[config.mk]
export PLATFORM = sky130hd
export DESIGN_NAME = program_counter
export DESIGN_NICKNAME = d
export VERILOG_FILES = /design/src/rtl/pc_pkg.sv /design/src/rtl/pc_next_calc.sv /design/src/rtl/program_counter.sv
export SDC_FILE = /design/constraint.sdc
export NUM_CORES = 1
export LEC_CHECK = 0
export CELL_PAD_IN_SITES_DETAIL_PLACEMENT = 1
export CELL_PAD_IN_SITES_GLOBAL_PLACEMENT = 1
export CORE_MARGIN = 1.5
export CORE_UTILIZATION = 35
export CTS_CLUSTER_DIAMETER = 200
export DETAILED_ROUTE_END_ITERATION = 8
export HOLD_SLACK_MARGIN = 0.06
export PLACE_DENSITY_LB_ADDON = 0.1
export SETUP_SLACK_MARGIN = 0.4
export SYNTH_ARGS = -nofsm -noshare
export SYNTH_HDL_FRONTEND = slang
export SYNTH_SLANG_ARGS = --single-unit
[constraint.sdc]
create_clock -name clk -period 2.36 [get_ports clk]
set_input_delay 0.59 -clock clk [delete_from_list [all_inputs] [get_ports clk]]
set_output_delay 0.59 -clock clk [all_outputs]
set_load 0.05 [all_outputs]
[src/rtl/pc_pkg.sv]
// Shared types and constants for the program counter.
package pc_pkg;

  typedef logic [31:0] addr_t;

  localparam logic [6:0] OPC_BRANCH = 7'b1100011;
  localparam logic [6:0] OPC_JAL    = 7'b1101111;
  localparam logic [6:0] OPC_JALR   = 7'b1100111;

  localparam addr_t PC_INC = 32'd4;

  // The JALR target is rs1 + imm with bit 0 cleared. No other alignment is applied.
  function automatic addr_t jalr_target(input addr_t rs1, input addr_t imm);
    addr_t sum;
    sum = rs1 + imm;
    return {sum[31:1], 1'b0};
  endfunction

endpackage

[src/rtl/pc_next_calc.sv]
// Combinational next-PC selection: branch, JAL, JALR or sequential.
module pc_next_calc
  import pc_pkg::*;
(
  input  addr_t      pc,
  input  logic       branch,
  input  logic [6:0] opcode,
  input  addr_t      imm,
  input  addr_t      rs1,
  output addr_t      next_pc
);

  // Pick the target from the opcode. All sums wrap modulo 2^32.
  always_comb begin
    next_pc = pc + PC_INC;
    case (opcode)
      OPC_BRANCH: if (branch) next_pc = pc + imm;
      OPC_JAL:    next_pc = pc + imm;
      OPC_JALR:   next_pc = jalr_target(rs1, imm);
      default:    next_pc = pc + PC_INC;
    endcase
  end

endmodule

[src/rtl/program_counter.sv]
// Program counter register with an asynchronous reset.
// An optional stall input is compiled in when PC_STALL_EN is defined.
module program_counter
  import pc_pkg::*;
#(
  parameter addr_t RESET_VECTOR = 32'h0000_0000
) (
  input  logic        clk,
  input  logic        reset,
`ifdef PC_STALL_EN
  input  logic        stall,
`endif
  input  logic        Branch,
  input  logic [6:0]  opcode,
  input  logic [31:0] Imm,
  input  logic [31:0] RS1_in,
  output logic [31:0] PC
);

  addr_t next_pc;
  logic  advance;

`ifdef PC_STALL_EN
  assign advance = ~stall;
`else
  assign advance = 1'b1;
`endif

  pc_next_calc u_next (
    .pc      (PC),
    .branch  (Branch),
    .opcode  (opcode),
    .imm     (Imm),
    .rs1     (RS1_in),
    .next_pc (next_pc)
  );

  // Reset wins over everything. Otherwise load the next PC unless stalled.
  always_ff @(posedge clk or posedge reset) begin
    if (reset)        PC <= RESET_VECTOR;
    else if (advance) PC <= next_pc;
  end

endmodule

==> results of run 1 <==
-- metrics by stage --
step	utilization, %	setup TNS (ns)	area [um^2]	std cells
after global placement	59.46	-24.95	8610	1211
after CTS	71.05	-4.535	10290	1284
after floorplan	-	-2.712	5374	670
after detailed placement	59.46	-27.46	8610	1211
-- logic make-up after synthesis --
group	after synthesis	share of synthesized area (%)
compound gates	240	32.36
simple gates	214	19.61
xor+xnor	75	12.74
fa+ha+maj	64	15.83
buf+inv	42	3.301
flops	32	15.53
mux	3	0.6310
-- cells in the mapped netlist (6+ instances only) --
cell,n,area share [%]
a211oi_1,6,0.87
a22oi_1,9,1.3
nand3_1,19,1.8
o221ai_1,13,2.2
nand2_1,77,5.6
xor2_1,32,5.4
and3_1,12,1.5
nor2_1,46,3.3
nor3_1,17,1.7
nand2b_1,11,1.3
o21bai_1,9,1.3
o21ai_0,45,4.4
ha_1,62,15
inv_1,24,1.7
a21o_1,12,1.7
xnor2_1,43,7.3
clkbuf_1,12,0.87
dfrtp_1,32,16
a21oi_1,67,6.5
o21a_1,7,1.0
nand4_1,12,1.5
-- repair_timing --
action,in CTS
pin swaps,137
hold endpoints to repair,0
gates cloned,1
setup endpoints to repair,63
buffers inserted,64
gates resized for setup,400
-- layer usage --
metal  overflow  track usage [%]
met3          2            67.70
met4        179            98.72
met1          2            82.97
met5          0            7.190
met2        416            108.9
==> impl_metrics.toml, run 1 <==
[die]
num_io_pins = 106
die_h_um = 124.4
die_x_um = 124.4
initial_core_util_pct = 35.60
row_count = 44

[clock_tree]
htreeDepth = 2
root_buffer = "clkbuf_16"
cts_inserted_buffers = 5
ctsHoldBuffers = 0
cts_sinks = 32
clock_path_buffers = 2

[synth]
ys_types = 73
syn_inst = 670
synthFlopType = "dfrtp_1"
yosysSeqAreaShare_pct = 15.53
ys_warn_count = 0
syn_nets = 808
async_flop_share_pct = 100.0
synth_area_mm2 = 0.005155
avgSynthCellArea_um2 = 7.694
synth_edf_count = 0
ys_ff_latch = 32

[timing]
crit_endpoint = "PC[26]$_DFF_PP0_/D"
worst-ep-kind = "sequential cell input"

[global_route]
grt_max_degree = 33
grt.total_usage_pct = 87.04
grt_overflow = 599

[placed_design]
gp_congestion = 0.8981
portBuffers = 105
pre_cts_ws_ns = -1.263
hpwl_mm = 19.94

[run_status]
firstError = "[ERROR GRT-0232] Routing congestion too high. Check the congestion heatmap in the GUI."
haltStage = "5_1_grt"
outcome = "did not finish"
==> run 2, diff against run 1 <==
- CELL_PAD_IN_SITES_DETAIL_PLACEMENT: 1 -> unset
- CELL_PAD_IN_SITES_GLOBAL_PLACEMENT: 1 -> unset
- CORE_UTILIZATION: 35 -> 24
- CTS_CLUSTER_DIAMETER: 200 -> unset
- HOLD_SLACK_MARGIN: 0.06 -> unset
- PLACE_DENSITY_LB_ADDON: 0.1 -> 0.15
- SETUP_SLACK_MARGIN: 0.4 -> unset
- clock period: 2.36 -> 3.07 ns (I/O delays scaled with it)
==> run 2 against run 1 <==
  * The run now ends clean
  * Synthesized cell count unchanged
  * Synthesized area unchanged
==> impl_metrics.toml, run 2 <==
[run_status]
outcome = "finished, final reports clean"

[layout]
largest_reg_flops = 32
final_layout_size_suffix_gt1_share_pct = 34.73
stdcell_count = 1251
largestRegisters = "PC x32"
fillers = 2132
final_common_cell = "buf_4"
area_growth_pct = 73.40
regMostFlops = "PC"
final_core_util_pct = 42.52
n_antenna_cell = 0
finish.net_count = 1113
most-common-layout-cells = "buf_4 (208), nand2_1 (75), clkdlybuf4s50_1 (65)"

[global_route]
grt_pass1_vias = 5960
grt.total_usage_pct = 18.54
use_met2_pct = 29.42
grt.busiest_layer = "met2"
use_met1_pct = 26.77
grt_pass1_wl_mm = 32.18
grtUsageMet3_pct = 1.951
antenna_found_initial = 0
grt_max_degree = 33
grt_overflow = 0

[synth]
ys_types = 73
yosys.area_share.simple_pct = 19.61
yosysSeqAreaShare_pct = 15.53
yosysMostFrequentCell = "nand2_1"
netlist.area_leader.share_pct = 15.53
synth_top_cells_by_count = "nand2_1 (77), a21oi_1 (67), ha_1 (62), nor2_1 (46), o21ai_0 (45)"
avgSynthCellArea_um2 = 7.694
synth_area_leaders = "dfrtp_1 (16%), ha_1 (15%), xnor2_1 (7.3%)"
async_flop_share_pct = 100.0
synth_edf_count = 0
synth-compound-area-share_pct = 32.35
syn_nets = 808
muxShareOfSynthArea_pct = 0.6311
synth_xor_area_share_pct = 12.74
synth_top_family_by_area = "compound AO/OA/AOI/OAI gates"
syn_inst = 670
synthFlopType = "dfrtp_1"
synth-adder-area-share_pct = 15.83
synth_area_leader_cell = "dfrtp_1"
synth_area_mm2 = 0.005155
ys_ff_latch = 32
ys_warn_count = 0

[routing]
wl_per_cell_um = 16.81
vias = 6091
drt_pass1_iterations = 4
final_antenna_net_count = 0
drc = 0
routed_wl_mm = 21.03
viasPerCell = 4.869
drtIter0Drc = 254

[power_and_ir_drop]
p_leak_nw = 3.886
ir_drop_uv = 352.6
power_density_mw_per_mm2 = 706.0

[placed_design]
pre_cts_ws_ns = -0.6868
hpwl_mm = 16.71
placed_cells = 1226
gp_congestion = 0.8237
portBuffers = 105

[die]
die_area_mm2 = 0.02237
row_count = 53
die_h_um = 149.6
num_io_pins = 106
core_area_mm2 = 0.02102
initial_core_util_pct = 24.52
die_x_um = 149.6

[timing]
finalSetupViolCount = 0
hold-worst-slack_ns = 0.5528
setup_slack_ns = 0.07277
maxSlewHeadroom_pct = 63.44
period_needed_ns = 2.997
fin_crit_sh_pct = 97.63
final_max_slew_viol_count = 0
max_freq_ghz = 0.3336
worst_pin_slew_ns = 0.5483
fin_skew_ns = 0.004902
finalHoldViolCount = 0

[clock_tree]
htreeDepth = 2
clk_pin_slew_ns = 0.06
cts_tree = "done"
root_buffer = "clkbuf_16"
clk_latency_ns = 0.29
clock_path_buffers = 2
cts_inserted_buffers = 5
cts_sinks = 32

[min_path]
hp-start = "PC[1]"
hp-class = "register to register"
hold_end = "PC[1]"
hold_depth = 2

[worst_setup_path]
worstReg2RegEnd = "PC[26]"
startpoint_type = "input pin"
cp_max_fo = 2
end_kind = "register"
r2r-start = "PC[0]"
worst-r2r-setup-slack_ns = 0.24
arrival_ns = 3.16
worstRegToRegCells = 14
cp-startpoint = "Imm[22]"
cp.required_ns = 3.23
path_class = "input pin to register"

[job]
drv_cap = 0
[run 2: repair_timing]
item | 4_1_cts | 5_1_grt
gates resized for setup | 108 | 74
pin swaps | 50 | 45
endpoints found under the setup margin | 19 | 16
hold buffers | 0 | 0
setup buffers | 12 | 6
[run 2: kinds of logic after synthesis]
family,Yosys count
muxes,3
buffers and inverters,42
DFF,32
and+or+nand+nor,214
adders and majority gates,64
xor gates and xnor gates,75
AOI/OAI and AO/OA,240
[run 2: critical path, cell delays in order]
cell and delay [ns]:
clkdlybuf4s50_1 0.45, ha_1 0.33, a21oi_1 0.28, o221ai_2 0.15
a21o_1 0.24, a211oi_2 0.29, buf_4 0.16, buf_4 0.09
buf_4 0.09, xor2_1 0.16, o221ai_1 0.15
[run 2: how the worst max path moves through the flow]
stage / endpoint / depth (start not counted)
final: PC[27] / 11
after global routing: PC[18] / 12
after CTS: PC[28] / 12
after detailed placement: PC[28] / 13
after global placement: PC[24] / 14
after floorplan: PC[28] / 12
[run 2: final cells by class]
| class | count | area, um^2 | share of cell area (%) |
|---|---|---|---|
| tap | 275 | 344.1 | 3.849 |
| multi-input combinational | 596 | 4917 | 55.01 |
| sequential | 32 | 800.8 | 8.959 |
| timing repair buffer | 316 | 2619 | 29.30 |
| clock buffer | 5 | 125.1 | 1.400 |
| clock inverter | 3 | 42.54 | 0.4759 |
| inverter | 24 | 90.09 | 1.008 |
[run 2: where the power goes]
part           internal (mW)  switching, mW  total [mW]  leakage, nW
Combinational           2.29           2.51        4.81         3.41
Clock                  0.382          0.224       0.606       0.0798
Sequential             0.598          0.301       0.899        0.395
[run 2: layer usage]
| metal | vias up | wire [um] | share of wire [%] |
|---|---|---|---|
| met1 | 2815 | 10440 | 50 |
| li1 | 3140 | - | - |
| met5 | - | 0 | 0 |
| met3 | 16 | 801 | 3.8 |
| met2 | 120 | 9481 | 45 |
| met4 | 0 | 311 | 1.5 |
[run 2: metrics by stage]
step	TNS [ns]	total power, mW	instance area [um^2]
global route	-0.06431	6.763	8939
finish	0	6.311	8939
CTS	-0.04861	6.144	8637
global placement	-11.32	5.245	7936
detailed placement	-11.21	5.219	7936
floorplan	0	3.400	5155
Power figures use the tool's default switching activity.
==> run 3, diff against run 2 <==
- CORE_MARGIN: 1.5 -> unset
- CTS_CLUSTER_DIAMETER: unset -> 150
==> run 3 against run 2 <==
  * Sequential share of layout area down 0.18 points
  * Via count up 2.2%
  * Sequential cell count unchanged
  * Utilization up 0.85 points
  * First-iteration DRC count up 3.1%
  * Largest cell class unchanged
  * Highest routed layer unchanged
==> impl_metrics.toml, run 3 (synthesis gave the netlist of run 2 again) <==
[global_route]
grt_pass1_wl_mm = 33.11
grt_pass1_vias = 6149
grt_max_degree = 33
grt.total_usage_pct = 19.46
grt_overflow = 0
antenna_found_initial = 0

[routing]
routed_wl_mm = 21.43
drtIter0Drc = 262
drc = 0
viasPerCell = 4.905
drt_pass1_iterations = 5
vias = 6224
wl_per_cell_um = 16.88
final_antenna_net_count = 0

[clock_tree]
htreeDepth = 2
root_buffer = "clkbuf_16"
cts_sinks = 32
cts_inserted_buffers = 5
ctsHoldBuffers = 0
clk_latency_ns = 0.30
cts_tree = "done"
clock_path_buffers = 2
clk_pin_slew_ns = 0.06

[die]
initial_core_util_pct = 24.52
num_io_pins = 106
core_area_mm2 = 0.02102
die_h_um = 148.6
row_count = 53
die_area_mm2 = 0.02207
die_x_um = 148.6

[layout]
fillers = 2094
regArea_um2 = 800.8
area_growth_pct = 76.87
multi_input_area_mm2 = 0.004923
regMostFlops = "PC"
most-common-layout-cells = "buf_4 (225), nand2_1 (74), clkdlybuf4s50_1 (64)"
final_layout_size_suffix_gt1_share_pct = 36.32
largest_reg_flops = 32
finish.net_count = 1131
largestRegisters = "PC x32"
n_antenna_cell = 0
final_common_cell = "buf_4"

[placed_design]
hpwl_mm = 16.85
pre_cts_ws_ns = -0.7263
portBuffers = 105
gp_congestion = 0.8442

[timing]
finalSetupViolCount = 0
final_max_slew_viol_count = 0
period_needed_ns = 2.993
finalHoldViolCount = 0
fin_skew_ns = 0.006686
maxSlewHeadroom_pct = 65.00
setup_slack_ns = 0.07735
setup_total_negative_slack_ns = 0
fin_crit_sh_pct = 97.48
worst_pin_slew_ns = 0.5117
max_freq_ghz = 0.3342
hold-worst-slack_ns = 0.5542

[worst_setup_path]
crit_path_max_incr_delay_ns = 0.34
end_kind = "register"
path_class = "input pin to register"
cp_max_fo = 4
startpoint_type = "input pin"
critPathTopFamily = "compound AO/OA/AOI/OAI gates"
cp_cell_sequence = "dlygate4sd2_1, ha_4, a21oi_1, o32ai_4, o21ai_4, o211ai_2, a21o_1, a211oi_2, a31oi_1, xnor2_1, a221o_1"
critPathBufInv = 1
cp.required_ns = 3.25
crit_slowest_cell = "a221o_1"
arrival_ns = 3.17

[run_status]
outcome = "finished, final reports clean"

[power_and_ir_drop]
p_int_mw = 3.350
switchingPower_mw = 3.068
ir_drop_uv = 293.1
p_total_mw = 6.419
p_leak_nw = 3.990
p_seq_share_pct = 14.0
switching_share_pct = 47.80
comb_power_share_pct = 76.0
clkPwrFrac_pct = 10.0
power_density_mw_per_mm2 = 704.0

[min_path]
hp-class = "register to register"

[job]
drv_cap = 0
## run 3: cell count changes in the layout (fill, tap and decap cells not counted), sizes merged, moves of 2 or more
cell	before	now
dlygate4sd2	15	13
clkbuf	11	14
buf	215	229
dlymetal6s2s	14	17
clkdlybuf4s15	1	4
## run 3: cell type report
class	instances	area share, %
multi-input cells	596	54.00
repair buffers	334	30.45
flip-flops and latches	32	8.783
well taps	275	3.774
clock buffers	7	1.674
inverters	24	0.9881
clock inverters	1	0.3294
## run 3: worst reg2reg max path, delay by kind of cell, from the launching register on
| family | cells | cell delay, ns |
|---|---|---|
| AOI/OAI and AO/OA | 7 | 1.17 |
| xor gates and xnor gates | 1 | 0.15 |
| adders and majority gates | 2 | 0.39 |
| buffers and inverters | 3 | 0.36 |
| DFF | 1 | 0.41 |
| and+or+nand+nor | 1 | 0.13 |
## run 3: power groups by stage
stage / combinational, mW / clock (mW) / sequential [mW]
after floorplan: 1.96 / 0 / 1.44
after global placement: 4.42 / 0 / 0.866
after detailed placement: 4.39 / 0 / 0.867
after CTS: 4.74 / 0.654 / 0.888
after global routing: 5.28 / 0.675 / 0.932
final: 4.88 / 0.644 / 0.895
## run 3: worst paths after layout
path	start	end	slack, ns	cells past startpoint
max	RS1_in[6]	PC[31]	0.08	11
min	PC[1]	PC[1]	0.55	2
max reg2reg	PC[0]	PC[26]	0.36	14
min reg2reg	PC[1]	PC[1]	0.55	2
max in group asynchronous	reset	PC[18]	1.82	3
min in group asynchronous	reset	PC[2]	0.90	3
## run 3: routing by layer
metal  part of all wire, %  vias to the layer above  GRT usage [%]  wire length, um
met4                   1.6                        0          5.309              340
met5                     0                        -              0                0
met2                    45                      121          30.54             9614
li1                      -                     3168              -                -
met1                    50                     2919          27.95            10670
met3                   3.7                       16          2.086              798
## run 3: repair_timing
action,in CTS,in global routing
setup buffers,22,6
cloned,0,0
pin swaps,61,51
resized for setup,114,66
endpoints found under the setup margin,20,16
## run 3: through the flow
stage / util, % / std cells / instance area [um^2]
2_1_floorplan: - / 670 / 5155
3_3_place_gp: 38.00 / 1233 / 7989
3_5_place_dp: 38.00 / 1233 / 7989
4_1_cts: 41.98 / 1263 / 8825
5_1_grt: 43.37 / 1269 / 9117
6_report: 43.37 / 1269 / 9117
==> run 4, diff against run 3 <==
- GPL_TIMING_DRIVEN: unset -> 1
==> results of run 4 <==
No change in the layout: final DEF, timing and power equal those of run 3.
